--- src/rtl/vp_pkg.sv ---
`default_nettype none
// vp_pkg -- shared widths, entry/slot types and FSM encodings for the V-P decoder.
// Rev 1.0
package vp_pkg;

  localparam int ADDR_W = 7;
  localparam int DATA_W = 16;
  localparam int N_ENT  = 3;

  typedef logic [3*ADDR_W-1:0] vp_addr_t;

  typedef struct packed {
    vp_addr_t                  addr;
    logic signed [DATA_W-1:0]  w;
    logic signed [DATA_W-1:0]  ia;
  } vp_entry_t;

  typedef struct packed {
    vp_entry_t [N_ENT-1:0] ent;
    logic                  full;
  } vp_slot_t;

  typedef enum logic [0:0] {
    ST_IDLE  = 1'b0,
    ST_DRAIN = 1'b1
  } vp_state_e;

  typedef enum logic [0:0] {
    SIDE_LEFT  = 1'b0,
    SIDE_RIGHT = 1'b1
  } vp_side_e;

endpackage
`default_nettype wire

--- src/rtl/vp_slot_capture.sv ---
`default_nettype none
// vp_slot_capture -- one ping-pong side: ready edge detect, slot storage, full flag, overrun.
// Rev 1.0
module vp_slot_capture #(
  parameter int ADDR_W = vp_pkg::ADDR_W,
  parameter int DATA_W = vp_pkg::DATA_W,
  parameter int N_ENT  = vp_pkg::N_ENT
) (
  input  logic                            clk_i,
  input  logic                            rst_ni,
  input  logic                            ready_i,
  input  logic                            release_i,
  input  logic [N_ENT-1:0][3*ADDR_W-1:0]  addr_i,
  input  logic [N_ENT-1:0][DATA_W-1:0]    w_i,
  input  logic [N_ENT-1:0][DATA_W-1:0]    ia_i,
  output logic                            full_o,
  output logic                            capture_o,
  output logic                            overrun_o,
  output logic [N_ENT-1:0][3*ADDR_W-1:0]  addr_o,
  output logic [N_ENT-1:0][DATA_W-1:0]    w_o,
  output logic [N_ENT-1:0][DATA_W-1:0]    ia_o
);
  import vp_pkg::*;

  logic                           armed_q;
  logic                           prev_q;
  logic                           full_q;
  logic                           ovr_q;
  logic [N_ENT-1:0][3*ADDR_W-1:0] addr_q;
  logic [N_ENT-1:0][DATA_W-1:0]   w_q;
  logic [N_ENT-1:0][DATA_W-1:0]   ia_q;
  logic                           rise;
  logic                           accept;

  // armed_q keeps a ready level held across reset from looking like a fresh rise.
  assign rise   = armed_q & ready_i & ~prev_q;
  assign accept = rise & (~full_q | release_i);

  always_ff @(posedge clk_i or negedge rst_ni) begin
    if (!rst_ni) begin
      armed_q <= 1'b0;
      prev_q  <= 1'b0;
      full_q  <= 1'b0;
      ovr_q   <= 1'b0;
      addr_q  <= '0;
      w_q     <= '0;
      ia_q    <= '0;
    end else begin
      armed_q <= 1'b1;
      prev_q  <= ready_i;
      if (accept) begin
        full_q <= 1'b1;
        addr_q <= addr_i;
        w_q    <= w_i;
        ia_q   <= ia_i;
      end else if (release_i) begin
        full_q <= 1'b0;
      end
      if (rise && full_q && !release_i) begin
        ovr_q <= 1'b1;
      end
    end
  end

  assign full_o    = full_q;
  assign capture_o = accept;
  assign overrun_o = ovr_q;
  assign addr_o    = addr_q;
  assign w_o       = w_q;
  assign ia_o      = ia_q;

endmodule
`default_nettype wire

--- src/rtl/vp_decoder.sv ---
`default_nettype none
// vp_decoder -- drains captured V-P ping-pong slots as (address, w*ia) pairs over valid/ready.
// Rev 1.0
module vp_decoder #(
  parameter  int ADDR_W = vp_pkg::ADDR_W,
  parameter  int DATA_W = vp_pkg::DATA_W,
  parameter  int N_ENT  = vp_pkg::N_ENT,
  localparam int PROD_W = 2*DATA_W
) (
  input  logic                            i_clk,
  input  logic                            i_rst_n,
  input  logic                            i_left_ready,
  input  logic                            i_right_ready,
  input  logic [N_ENT-1:0][3*ADDR_W-1:0]  i_addr_left_buffer,
  input  logic [N_ENT-1:0][DATA_W-1:0]    i_w_data_left_buffer,
  input  logic [N_ENT-1:0][DATA_W-1:0]    i_ia_data_left_buffer,
  input  logic [N_ENT-1:0][3*ADDR_W-1:0]  i_addr_right_buffer,
  input  logic [N_ENT-1:0][DATA_W-1:0]    i_w_data_right_buffer,
  input  logic [N_ENT-1:0][DATA_W-1:0]    i_ia_data_right_buffer,
  output logic                            o_valid,
  input  logic                            i_ready,
  output logic [3*ADDR_W-1:0]             o_addr,
  output logic signed [PROD_W-1:0]        o_product,
  output logic                            o_busy,
  output logic                            o_overrun
);
  import vp_pkg::*;

  localparam int IDX_W = $clog2(N_ENT) + 1;
  localparam int SEL_W = (N_ENT > 1) ? $clog2(N_ENT) : 1;

  logic                           l_full, r_full, l_cap, r_cap, l_ovr, r_ovr, l_rel, r_rel;
  logic [N_ENT-1:0][3*ADDR_W-1:0] l_addr, r_addr, act_addr;
  logic [N_ENT-1:0][DATA_W-1:0]   l_w, r_w, l_ia, r_ia, act_w, act_ia;

  vp_state_e                      state_q;
  vp_side_e                       cur_q, oldest_q, act_side, other_side;
  logic [IDX_W-1:0]               idx_q, act_idx, next_idx;
  logic [SEL_W-1:0]               sel;
  logic                           act_go, found, more, can_issue, issue, done, other_full;
  logic                           valid_q;
  logic [3*ADDR_W-1:0]            addr_q;
  logic signed [PROD_W-1:0]       prod_q, prod_d;
  logic signed [DATA_W-1:0]       w_sel, ia_sel;

  vp_slot_capture #(.ADDR_W(ADDR_W), .DATA_W(DATA_W), .N_ENT(N_ENT)) u_left (
    .clk_i     (i_clk),
    .rst_ni    (i_rst_n),
    .ready_i   (i_left_ready),
    .release_i (l_rel),
    .addr_i    (i_addr_left_buffer),
    .w_i       (i_w_data_left_buffer),
    .ia_i      (i_ia_data_left_buffer),
    .full_o    (l_full),
    .capture_o (l_cap),
    .overrun_o (l_ovr),
    .addr_o    (l_addr),
    .w_o       (l_w),
    .ia_o      (l_ia)
  );

  vp_slot_capture #(.ADDR_W(ADDR_W), .DATA_W(DATA_W), .N_ENT(N_ENT)) u_right (
    .clk_i     (i_clk),
    .rst_ni    (i_rst_n),
    .ready_i   (i_right_ready),
    .release_i (r_rel),
    .addr_i    (i_addr_right_buffer),
    .w_i       (i_w_data_right_buffer),
    .ia_i      (i_ia_data_right_buffer),
    .full_o    (r_full),
    .capture_o (r_cap),
    .overrun_o (r_ovr),
    .addr_o    (r_addr),
    .w_o       (r_w),
    .ia_o      (r_ia)
  );

  // From IDLE the oldest full slot is picked and issued in the same cycle, so output follows capture by one edge.
  always_comb begin
    act_go   = 1'b0;
    act_side = cur_q;
    act_idx  = idx_q;
    if (state_q == ST_DRAIN) begin
      act_go = 1'b1;
    end else if (l_full || r_full) begin
      act_go   = 1'b1;
      act_idx  = '0;
      act_side = (l_full && r_full) ? oldest_q : (r_full ? SIDE_RIGHT : SIDE_LEFT);
    end
  end

  assign other_side = (act_side == SIDE_LEFT) ? SIDE_RIGHT : SIDE_LEFT;
  assign other_full = (act_side == SIDE_LEFT) ? r_full : l_full;
  assign act_addr   = (act_side == SIDE_RIGHT) ? r_addr : l_addr;
  assign act_w      = (act_side == SIDE_RIGHT) ? r_w    : l_w;
  assign act_ia     = (act_side == SIDE_RIGHT) ? r_ia   : l_ia;

  // Padding entries (ia == 0) are skipped in the scan, so they cost no cycles.
  always_comb begin
    found = 1'b0;
    more  = 1'b0;
    sel   = '0;
    for (int j = 0; j < N_ENT; j++) begin
      if (act_go && (IDX_W'(j) >= act_idx) && (act_ia[j] != '0)) begin
        if (found) begin
          more = 1'b1;
        end else begin
          found = 1'b1;
          sel   = SEL_W'(j);
        end
      end
    end
  end

  assign w_sel     = act_w[sel];
  assign ia_sel    = act_ia[sel];
  assign prod_d    = PROD_W'(w_sel) * PROD_W'(ia_sel);
  assign next_idx  = IDX_W'(sel) + IDX_W'(1);
  assign can_issue = ~valid_q | i_ready;
  assign issue     = found & can_issue;
  // Releasing on the last issue (not the last transfer) lets the next slot follow without a bubble.
  assign done      = act_go & (~found | (issue & ~more));
  assign l_rel     = done & (act_side == SIDE_LEFT);
  assign r_rel     = done & (act_side == SIDE_RIGHT);

  always_ff @(posedge i_clk or negedge i_rst_n) begin
    if (!i_rst_n) begin
      state_q  <= ST_IDLE;
      cur_q    <= SIDE_LEFT;
      oldest_q <= SIDE_LEFT;
      idx_q    <= '0;
      valid_q  <= 1'b0;
      addr_q   <= '0;
      prod_q   <= '0;
    end else begin
      if (valid_q && i_ready) begin
        valid_q <= 1'b0;
      end
      if (issue) begin
        valid_q <= 1'b1;
        addr_q  <= act_addr[sel];
        prod_q  <= prod_d;
      end

      if (done) begin
        idx_q <= '0;
        if (other_full) begin
          state_q <= ST_DRAIN;
          cur_q   <= other_side;
        end else begin
          state_q <= ST_IDLE;
        end
      end else if (act_go) begin
        state_q <= ST_DRAIN;
        cur_q   <= act_side;
        idx_q   <= issue ? next_idx : act_idx;
      end

      // A capture is oldest unless the other side still holds undrained data.
      if (l_cap) begin
        oldest_q <= (r_full && !r_rel) ? SIDE_RIGHT : SIDE_LEFT;
      end else if (r_cap) begin
        oldest_q <= (l_full && !l_rel) ? SIDE_LEFT : SIDE_RIGHT;
      end
    end
  end

  assign o_valid   = valid_q;
  assign o_addr    = addr_q;
  assign o_product = prod_q;
  assign o_busy    = l_full | r_full | valid_q;
  assign o_overrun = l_ovr | r_ovr;

endmodule
`default_nettype wire

--- config.mk ---
export PLATFORM = sky130hd
export DESIGN_NAME = vp_decoder
export DESIGN_NICKNAME = d
export VERILOG_FILES = /design/src/rtl/vp_pkg.sv /design/src/rtl/vp_slot_capture.sv /design/src/rtl/vp_decoder.sv
export SDC_FILE = /design/constraint.sdc
export NUM_CORES = 1
export LEC_CHECK = 0
export CORE_UTILIZATION = 54
export CTS_BUF_LIST = sky130_fd_sc_hd__clkbuf_4 sky130_fd_sc_hd__clkbuf_8 sky130_fd_sc_hd__clkbuf_16
export DETAILED_ROUTE_END_ITERATION = 6
export PLACE_DENSITY = 0.79
export RECOVER_POWER = 100
export SLEW_MARGIN = 20
export SYNTH_ARGS = -nofsm -noshare
export SYNTH_HDL_FRONTEND = slang
export SYNTH_SLANG_ARGS = --single-unit
--- constraint.sdc ---
create_clock -name i_clk -period 10.1 [get_ports i_clk]
set_input_delay 2.525 -clock i_clk [delete_from_list [all_inputs] [get_ports i_clk]]
set_output_delay 2.525 -clock i_clk [all_outputs]
set_load 0.1 [all_outputs]
==> metrics.md, run 1 <==
| Metric | Value |
|---|---|
| Post-synth ARST share | 100.0% |
| GRT Residual Overflow | 0 |
| Hold path depth | 2 |
| Hold Path Origin | o_product[20]$_DFFE_PN0P_ |
| Via Count | around 19000 |
| Largest net degree at the start of global routing | 165 |
| Worst-path clk slew | about 60 ps |
| Fin. Hold Viols | 0 |
| Synth warnings | 0 |
| Register area share after synthesis | between 30% and 40% |
| Hold Crit Class | reg2reg |
| Max-slew headroom | -209.6% |
| Clock skew | approximately 35 ps |
| Post-synth EDFFs | 0 |
| Final period util | about 94% |
| Syn Inst Count | about 2300 |
| Row cnt | roughly 80 |
| Number of global-route vias before repair | around 21000 |
| Commonest cells after routing, fill and taps aside | 385 x dfrtp_1, 318 x clkdlybuf4s50_1, 317 x mux2_2 |
| CP Max Fanout | 46 |
| Min Tclk post-route | around 9500 ps |
| Hold endpoint | o_product[20]$_DFFE_PN0P_ |
| Critical path arrival | ~9900 ps |
| # setup viols final | 0 |
| Worst setup EP type | register |
| Final setup TNS | 0 ps |
| Type of the worst setup path | reg2reg |
| Share of cells above drive strength 1 | 19.16% |
| # clock sinks | between 300 and 400 |
| Root Driver | clkbuf_16 |
| Outcome | finished with violations |
| Nets | about 3300 |
| Max cap viols | 11 |
| Worst skew pair latency | ~580 ps |
| Worst path required time | between 10000 and 15000 ps |
| RSZ-0062 raised after global routing | no |
| Crit start category | register |
| Chip Width | roughly 220 um |
| DP Wirelength | between 50000 and 60000 um |
| Final instance area | 32660 um^2 |
| Starting density of the core | 54.84% |
| Max-slew violations | just over 600 |
| Routed WL | slightly below 80000 um |
| Syn Area/Cell | between 10 and 15 um^2 |
| Failing checks | max-capacitance violations, max-slew violations |
| Deepest clock path buffer count | 3 |
| Primary FF master, synth | dfrtp_1 |
| FF-to-FF End | o_product[31]$_DFFE_PN0P_ |
| Synth Register Bits | between 300 and 400 |
| Placed instance area | roughly 31000 um^2 |
| R2r worst-path depth | 26 |
| I/O Buffers | 378 |
| Worst R2R Setup Slack | 610 ps |
| Max Fclk | between 100 and 150 MHz |
| Netlist Area Pre-Place | between 20000 and 30000 um^2 |
| Ports | between 300 and 400 |
| Die area | around 51000 um^2 |
| Core area | approximately 50000 um^2 |
| GPL Wtd Cong | between 0.9 and 1 |
| Initial drt markers | between 1000 and 1500 |
| Yosys cell types | 70 |
| Final ANT Viol Nets | 0 |
| Reg2reg start | state_q$_DFFE_PN0P_ |
| GRT Total Usage | roughly a third |
| CTS tree | done |
| # DRC | 0 |
| Syn Nets | just under 3000 |
| DR WL/cell | 23.09 um |
| TritonRoute pass-1 iters | 6 |
| Slew @ Worst Pin | 4644 ps |
| Initial antenna violation count | 26 |
| Max H-tree Level | 2 |
| Syn-to-layout area delta | 21.66% |
| Most common cell after layout, fill and taps aside | dfrtp_1 |
| CTS buffer count | 41 |
| Vias per Instance | about 5.7 |
| First-pass GRT wire length | ~120000 um |
| Die height | roughly 220 um |
==> repair_timing <==
item,in CTS,in global routing
endpoints found under the setup margin,0,2
buffers inserted,0,2
gates resized for setup,0,0
hold buffers,0,0
==> per-layer routing <==
metal / global-route usage (%) / vias to the layer above / part of all wire, %
met3: 9.244 / 209 / 8.7
met1: 38.33 / 9757 / 37
met2: 53.22 / 735 / 49
met4: 13.36 / 32 / 4.4
li1: - / 8380 / -
met5: 0 / - / 0.27
==> synth_stat cells, types with 4 or more instances <==
cell type	instances	share of area [%]
o31ai_1	4	0.11
o21ai_1	9	0.17
buf_2	30	0.56
nand4_1	6	0.14
ha_1	85	4.0
a21oi_2	7	0.23
nor4_1	26	0.61
xnor2_1	23	0.75
nor4b_1	4	0.13
or2_1	6	0.14
o21a_1	21	0.59
or2_2	6	0.14
o21bai_1	8	0.22
a31oi_2	5	0.23
mux4_2	51	4.3
clkbuf_1	45	0.63
buf_4	22	0.62
nor2_1	182	2.5
dfrtp_1	385	36
mux2_1	5	0.21
a21o_1	32	0.89
o21ai_2	9	0.29
inv_1	285	4.0
mux2i_1	26	0.97
nor2b_1	11	0.26
a311oi_1	21	0.69
fa_1	262	20
nand2_1	234	3.3
a21oi_1	32	0.60
a211oi_1	5	0.14
and2_1	9	0.21
xor2_1	9	0.29
buf_6	7	0.29
mux2_2	318	13
nand2b_1	18	0.42
a22o_1	4	0.13
o21ai_0	41	0.76
nand3_1	9	0.17
nor3_1	4	0.075
==> flip-flops by register name, indices dropped and copies added (netlist names), 3 cells and up <==
register,cells
idx_q,3
o_addr,21
o_product,32
u_left.addr_o,63
u_left.ia_o,48
u_left.w_o,48
u_right.addr_o,63
u_right.ia_o,48
u_right.w_o,48
==> stage by stage <==
step                hold WS (ps)  utilization, %  worst slack [ps]  cells
floorplan                  434.3               -              2514   2314
global placement           451.3           63.71             767.3   3281
detailed placement         462.4           63.71             437.1   3281
CTS                        480.4           66.72             332.2   3354
global route               493.3           66.69             33.98   3365
finish                     471.4           66.72             613.7   3370
==> how the worst max path moves through the flow <==
stage,end,depth (start not counted),slack (ps),from
after floorplan,o_product[31]$_DFFE_PN0P_,29,2510,u_right.full_o$_DFFE_PN0P_
after global placement,o_product[31]$_DFFE_PN0P_,27,770,state_q$_DFFE_PN0P_
after detailed placement,o_product[31]$_DFFE_PN0P_,27,440,state_q$_DFFE_PN0P_
after CTS,o_product[31]$_DFFE_PN0P_,27,330,state_q$_DFFE_PN0P_
after global routing,o_product[31]$_DFFE_PN0P_,26,30,u_right.full_o$_DFFE_PN0P_
final,o_product[31]$_DFFE_PN0P_,26,610,state_q$_DFFE_PN0P_
==> worst max-delay path, stage by stage, from the launching register on <==
cell,delay [ps]
dfrtp_1,480
nor2b_1,240
a2bb2oi_4,210
buf_4,610
nor2_1,160
nor3_2,410
o21ai_4,300
inv_2,280
a31o_2,530
nor2_1,190
fa_1,680
fa_1,960
fa_1,540
fa_1,510
fa_1,490
inv_1,50
fa_1,470
inv_1,40
ha_1,330
a21oi_1,190
o21ai_0,120
a2111oi_0,590
o22ai_1,170
a22oi_1,330
a31oi_1,160
xnor2_1,160
o21ai_0,90
==> cell families (layout without fill, tap and decap cells) <==
family / after synthesis / after routing / share of synthesized area, %
simple gates: 530 / 530 / 8.539
mux: 402 / 402 / 18.91
buf+inv: 393 / 771 / 6.148
xor+xnor: 32 / 32 / 1.044
fa+ha+maj: 347 / 347 / 23.50
flops: 385 / 385 / 35.89
other cells: 1 / 14 / 0.01397
compound gates: 224 / 225 / 5.957
==> cell type report <==
type,count,area (um^2)
fill,3617,16290
timing repair buffer,410,4010
clock buffer,54,1161
multi-input combinational,1537,15590
inverter,288,1089
tap,664,830.8
antenna,13,32.53
sequential,385,9634
clock inverter,19,314.1
Power of run 1 is not shown: default switching activity piles up to over one toggle a cycle in this logic, so the estimate is an artifact.
==> run 2, diff against run 1 <==
--- a/config.mk
+++ b/config.mk
@@ -9,7 +9,7 @@
 export CTS_BUF_LIST = sky130_fd_sc_hd__clkbuf_4 sky130_fd_sc_hd__clkbuf_8 sky130_fd_sc_hd__clkbuf_16
 export DETAILED_ROUTE_END_ITERATION = 6
 export PLACE_DENSITY = 0.79
-export RECOVER_POWER = 100
+export RECOVER_POWER = 25
 export SLEW_MARGIN = 20
 export SYNTH_ARGS = -nofsm -noshare
 export SYNTH_HDL_FRONTEND = slang
==> metrics.md, run 2 (same netlist as run 1, synthesis figures left out) <==
| Metric | Value |
|---|---|
| Crit path max-delay cell type | fa_1 |
| Met3 global-route usage | 9.244% |
| I/O Buffers | about 380 |
| Critical path arrival | 9870 ps |
| CTS tree | done |
| CTS Hold Buffers Added | 0 |
| CP Max Fanout | between 40 and 50 |
| Clock skew | 36.08 ps |
| Multi-input gate area | 15610 um^2 |
| CTS buffer count | 41 |
| Root Driver | clkbuf_16 |
| Hold endpoint | o_product[20]$_DFFE_PN0P_ |
| DR WL/cell | between 20 and 25 um |
| GRT busiest layer | met2 |
| Fin. Hold Viols | 0 |
| Failing checks | max-capacitance violations, max-slew violations |
| Max H-tree Level | 2 |
| Hold Crit Class | reg2reg |
| Fill cell count | between 3000 and 4000 |
| # setup viols final | 0 |
| Met2 usage | roughly 53% |
| Type of the worst setup path | reg2reg |
| R2r worst-path depth | 27 |
| Routed WL | around 80000 um |
| Core area | approximately 49000 um^2 |
| Starting density of the core | ~55% |
| Max cap viols | 3 |
| WHS | between 400 and 500 ps |
| Launch point of the worst path | state_q$_DFFE_PN0P_ |
| Die height | between 200 and 250 um |
| Final ANT Viol Nets | 0 |
| CP most frequent cell | fa_1 |
| Max-slew headroom | -208.4% |
| Crit start category | register |
| Worst-path clk slew | around 60 ps |
| Worst setup EP type | register |
| Outcome | finished with violations |
| Number of global-route vias before repair | ~21000 |
| # clock sinks | around 390 |
| Worst R2R Setup Slack | 630 ps |
| Reg2reg start | state_q$_DFFE_PN0P_ |
| Hold Path Origin | o_product[20]$_DFFE_PN0P_ |
| Buffers & Inverters on Critical Path | 4 |
| Post-layout worst setup margin | roughly 630 ps |
| Largest net degree at the start of global routing | between 150 and 200 |
| Max Fclk | 105.6 MHz |
| Post-layout util | 66.80% |
| Seq. cell area | between 9000 and 10000 um^2 |
| Crit path max-delay family | adder cells |
| Initial antenna violation count | 26 |
| Commonest cells after routing, fill and taps aside | 385 x dfrtp_1, 374 x clkdlybuf4s50_1, 318 x mux2_2 |
| GRT Residual Overflow | 0 |
| Row cnt | 81 |
| RSZ-0062 raised after global routing | no |
| Initial drt markers | ~1300 |
| Syn-to-layout area delta | 21.81% |
| Ports | 379 |
| DP Wirelength | 59860 um |
| First-pass GRT wire length | around 120000 um |
| Via Count | ~19000 |
| Final period util | 93.76% |
| Die area | between 50000 and 60000 um^2 |
| Hold path depth | 2 |
| GRT Total Usage | 31.77% |
| Slowest stage delay, CP | approximately 960 ps |
| Slew @ Worst Pin | roughly 4600 ps |
| Nets | around 3300 |
| TritonRoute pass-1 iters | 5 |
| GPL Wtd Cong | around 0.99 |
| WP depth | 27 |
| Min Tclk post-route | about 9500 ps |
| Worst path required time | approximately 11000 ps |
| Chip Width | between 200 and 250 um |
| Routing usage on met1 | roughly two fifths |
| FF-to-FF End | o_product[31]$_DFFE_PN0P_ |
| Final setup TNS | 0 ps |
| Most common cell after layout, fill and taps aside | dfrtp_1 |
| Max-slew violations | between 200 and 250 |
| Place WS | roughly 440 ps |
| Vias per Instance | around 5.7 |
| # DRC | 0 |
| Share of cells above drive strength 1 | roughly 19% |
| Worst skew pair latency | 580 ps |
| Deepest clock path buffer count | 3 |
| Post-CTS sizing | 0 |
run 2: cell count changes in the layout (fill, tap and decap cells not counted), sizes merged:
cell           previous run  this run
clkdlybuf4s50           318       374
dlygate4sd3              59         3
buf                      25        30
clkbuf                   62        57
run 2: through the flow:
stage               instance area (um^2)  cells
finish                             32700   3370
global route                       32690   3365
CTS                                32660   3354
detailed placement                 31180   3281
global placement                   31180   3281
floorplan                          26840   2314
run 2: what timing repair did:
action                     CTS  global route
setup buffers                0             2
hold endpoints to repair     0             0
setup endpoints to repair    0             2
run 2: final cells by class:
cell class                 instances  area share [%]
clock buffer                      54           3.551
multi-input combinational       1537           47.75
inverter                         288           3.329
antenna                           13         0.09949
sequential                       385           29.46
timing repair buffer             410           12.31
tap                              664           2.541
clock inverter                    19          0.9604
run 2: worst max-delay path by stage:
stage / to / slack [ps]
after detailed placement: o_product[31]$_DFFE_PN0P_ / 440
final: o_product[31]$_DFFE_PN0P_ / 630
after global routing: o_product[31]$_DFFE_PN0P_ / 50
after CTS: o_product[31]$_DFFE_PN0P_ / 330
after global placement: o_product[31]$_DFFE_PN0P_ / 770
after floorplan: o_product[31]$_DFFE_PN0P_ / 2510
run 2: worst register-to-register path, cell delays in order, from the launching register on:
cell and delay (ps):
dfrtp_1 500, nor2b_1 260, a2bb2oi_4 100, inv_6 370, mux2i_1 350, o211ai_4 170
inv_4 390, mux4_2 470, nor2_1 140, a31o_2 450, nor2_1 200, fa_1 680
fa_1 960, fa_1 540, fa_1 510, fa_1 490, inv_1 50, fa_1 470
inv_1 40, ha_1 330, a21oi_1 190, o21ai_0 130, a2111oi_0 610, o22ai_1 180
a22oi_1 330, a31oi_1 160, xnor2_1 160, o21ai_0 80
run 2: per-layer routing:
layer  vias to the layer above  part of all wire, %
met5                         -                 0.27
met4                        32                  4.4
met3                       201                  8.7
met2                       747                   49
met1                      9775                   37
li1                       8374                    -
Power of run 2 is left out for the same reason.
==> run 3, diff against run 2 <==
--- a/config.mk
+++ b/config.mk
@@ -5,12 +5,15 @@
 export SDC_FILE = /design/constraint.sdc
 export NUM_CORES = 1
 export LEC_CHECK = 0
-export CORE_UTILIZATION = 54
+export CELL_PAD_IN_SITES_DETAIL_PLACEMENT = 1
+export CELL_PAD_IN_SITES_GLOBAL_PLACEMENT = 2
+export CORE_UTILIZATION = 38
 export CTS_BUF_LIST = sky130_fd_sc_hd__clkbuf_4 sky130_fd_sc_hd__clkbuf_8 sky130_fd_sc_hd__clkbuf_16
 export DETAILED_ROUTE_END_ITERATION = 6
-export PLACE_DENSITY = 0.79
-export RECOVER_POWER = 25
+export PLACE_DENSITY_LB_ADDON = 0.1
+export RECOVER_POWER = 100
 export SLEW_MARGIN = 20
 export SYNTH_ARGS = -nofsm -noshare
 export SYNTH_HDL_FRONTEND = slang
+export SYNTH_HIERARCHICAL = 1
 export SYNTH_SLANG_ARGS = --single-unit
==> metrics.md, run 3 <==
| Metric | Value |
|---|---|
| Synth area leaders | dfrtp_1 35%, fa_1 19%, mux2_4 11%, mux2_2 5.1%, mux4_2 3.9% |
| Largest net degree at the start of global routing | around 160 |
| Number of global-route vias before repair | between 20000 and 25000 |
| CTS Hold Buffers Added | 0 |
| Die height | around 270 um |
| DR WL/cell | 23.65 um |
| Post-CTS setup buffers | 0 |
| Outcome | finished with violations |
| Starting density of the core | around two fifths |
| # clock sinks | between 300 and 400 |
| Max cap viols | 10 |
| Yosys cell types | 71 |
| Final period util | approximately 93% |
| Min Tclk post-route | ~9400 ps |
| CTS tree | done |
| Max H-tree Level | 2 |
| Worst skew pair latency | 620 ps |
| Via Count | between 15000 and 20000 |
| Syn Area/Cell | 11.90 um^2 |
| Place WS | 665.6 ps |
| Syn Inst Count | approximately 2300 |
| Share of cells above drive strength 1 | around 13% |
| CTS buffer count | between 40 and 50 |
| Yosys top cell by area | dfrtp_1 |
| Routed WL | 87750 um |
| Clock skew | approximately 34 ps |
| RSZ-0062 raised after global routing | no |
| GRT Total Usage | a little under a quarter |
| Fin. Hold Viols | 0 |
| Type of the worst setup path | reg2reg |
| Row cnt | 99 |
| Chip Width | ~270 um |
| Worst R2R Setup Slack | ~740 ps |
| Worst setup EP type | register |
| Final ANT Viol Nets | 0 |
| TritonRoute pass-1 iters | 5 |
| First-pass GRT wire length | 133200 um |
| Synth warnings | 6 |
| Worst-path clk slew | around 60 ps |
| Nets | between 3000 and 4000 |
| Hold Crit Class | reg2reg |
| Initial antenna violation count | 25 |
| Post-synth ARST share | 100.0% |
| Reg2reg start | u_left/full_o$_DFFE_PN0P_ |
| Crit start category | register |
| R2r worst-path depth | 27 |
| Syn-to-layout area delta | 18.76% |
| # DRC | 0 |
| Commonest cells post-synth | 386 x dfrtp_1, 286 x inv_1, 268 x nand2_1, 262 x fa_1, 199 x mux2_4 |
| # setup viols final | 0 |
| Initial drt markers | a little over 900 |
| GPL Wtd Cong | 0.8698 |
| Slew @ Worst Pin | 4988 ps |
| I/O Buffers | about 380 |
| Core area | 72830 um^2 |
| Vias per Instance | about 5 |
| Post-layout worst setup margin | 741.4 ps |
| Hold Path Origin | o_addr[10]$_DFFE_PN0P_ |
| Post-synth EDFFs | 0 |
| DP Wirelength | 68730 um |
| Fill cell count | 7790 |
| Syn Nets | about 3000 |
| Most frequent cell after synthesis | dfrtp_1 |
| Synth Register Bits | approximately 390 |
| Final setup TNS | 0 ps |
| Max-slew headroom | -232.5% |
| FF-to-FF End | o_product[29]$_DFFE_PN0P_ |
| Post-CTS sizing | 0 |
| Root Driver | clkbuf_16 |
| Max Fclk | about 110 MHz |
| Max-slew violations | between 600 and 700 |
| Worst path required time | 10550 ps |
| CP Max Fanout | 40 |
| Primary FF master, synth | dfrtp_1 |
| Critical path arrival | slightly below 10000 ps |
| Die area | 74580 um^2 |
| Top-area cell type share of the netlist area | about a third |
| GRT Residual Overflow | 0 |
| Most common cell after layout, fill and taps aside | dfrtp_1 |
| Hold path depth | 2 |
| Hold endpoint | o_addr[10]$_DFFE_PN0P_ |
| Ports | around 380 |
| Netlist Area Pre-Place | around 28000 um^2 |
| Register area share after synthesis | 34.59% |
| Commonest cells after routing, fill and taps aside | 386 x dfrtp_1, 318 x clkdlybuf4s50_1, 286 x inv_1 |
| Failing checks | max-capacitance violations, max-slew violations |
| Deepest clock path buffer count | 3 |
-- run 3: changes by cell type after synthesis, moves of 10 or more --
| cell | previous run | this run |
|---|---|---|
| clkbuf_1 | 45 | 12 |
| a21o_1 | 32 | 10 |
| a31oi_1 | 3 | 25 |
| buf_4 | 22 | 12 |
| mux2_4 | 2 | 199 |
| buf_8 | 0 | 22 |
| buf_2 | 30 | 48 |
| mux2_2 | 318 | 127 |
| a311oi_1 | 21 | 0 |
| nor2_1 | 182 | 163 |
| o21ai_0 | 41 | 59 |
| nand2_1 | 234 | 268 |
-- run 3: critical path, cell delays in order, from the launching register on --
cell and delay (ps):
dfrtp_1 470, nor2b_1 200, a22oi_2 290, buf_4 550, nor2_1 190, nor4_2 410, nand2_4 350, buf_4 340
nand2_1 120, o21a_1 460, nor2_1 170, fa_1 670, fa_1 880, fa_1 530, fa_1 510, fa_1 510
inv_1 50, fa_1 470, inv_1 40, ha_1 330, nand3_1 170, o211ai_1 140, o21ai_0 220, nand2b_1 120
a211oi_1 510, o21ai_0 230, xnor2_1 160, o21ai_0 90
-- run 3: kinds of logic (layout without fill, tap and decap cells) --
logic type	Yosys count	in the layout	share of synthesized area [%]
compound gates	218	218	5.274
xor+xnor	32	32	1.004
fa+ha+maj	347	347	22.59
buf+inv	398	789	6.913
flops	386	386	34.59
mux	402	402	20.70
other cells	2	16	0.02689
simple gates	561	561	8.907
-- run 3: per-stage QoR --
step           hold slack [ps]  std cells  util, %  instance area, um^2
3_5_place_dp             458.2       3613    44.52                32420
4_1_cts                  475.5       3696    46.58                33930
2_1_floorplan            434.3       2346        -                27930
3_3_place_gp             456.0       3613    44.52                32420
6_report                 470.0       3710    45.54                33170
5_1_grt                  498.1       3707    45.53                33160
-- run 3: worst max-delay path by stage --
stage,from,end,depth (start not counted)
floorplan,u_left/full_o$_DFFE_PN0P_,o_product[28]$_DFFE_PN0P_,30
finish,u_left/full_o$_DFFE_PN0P_,o_product[29]$_DFFE_PN0P_,27
CTS,u_right/full_o$_DFFE_PN0P_,o_product[29]$_DFFE_PN0P_,27
global placement,state_q$_DFFE_PN0P_,o_product[29]$_DFFE_PN0P_,28
detailed placement,u_right/full_o$_DFFE_PN0P_,o_product[29]$_DFFE_PN0P_,27
global route,u_left/full_o$_DFFE_PN0P_,o_product[27]$_DFFE_PN0P_,28
-- run 3: area by class of cell --
cell class / count / area [um^2] / share of cell area, %
Sequential cell: 386 / 9659 / 29.12
Clock buffer: 61 / 1277 / 3.852
Antenna cell: 14 / 35.03 / 0.1056
Inverter: 289 / 1090 / 3.286
Clock inverter: 22 / 225.2 / 0.6791
Multi-Input combinational cell: 1562 / 15620 / 47.10
Tap cell: 959 / 1200 / 3.618
Timing Repair Buffer: 417 / 4058 / 12.23
-- run 3: per-layer routing --
layer  wire length, um  up-vias  track usage (%)  part of all wire (%)
met5               102        -                0                  0.12
met4              2722       16            8.336                   3.1
met3              4610      133            4.938                   5.3
met2             43130      415            39.73                    49
met1             37190     9848            30.69                    42
li1                  -     8478                -                     -
Power of run 3 is left out for the same reason.
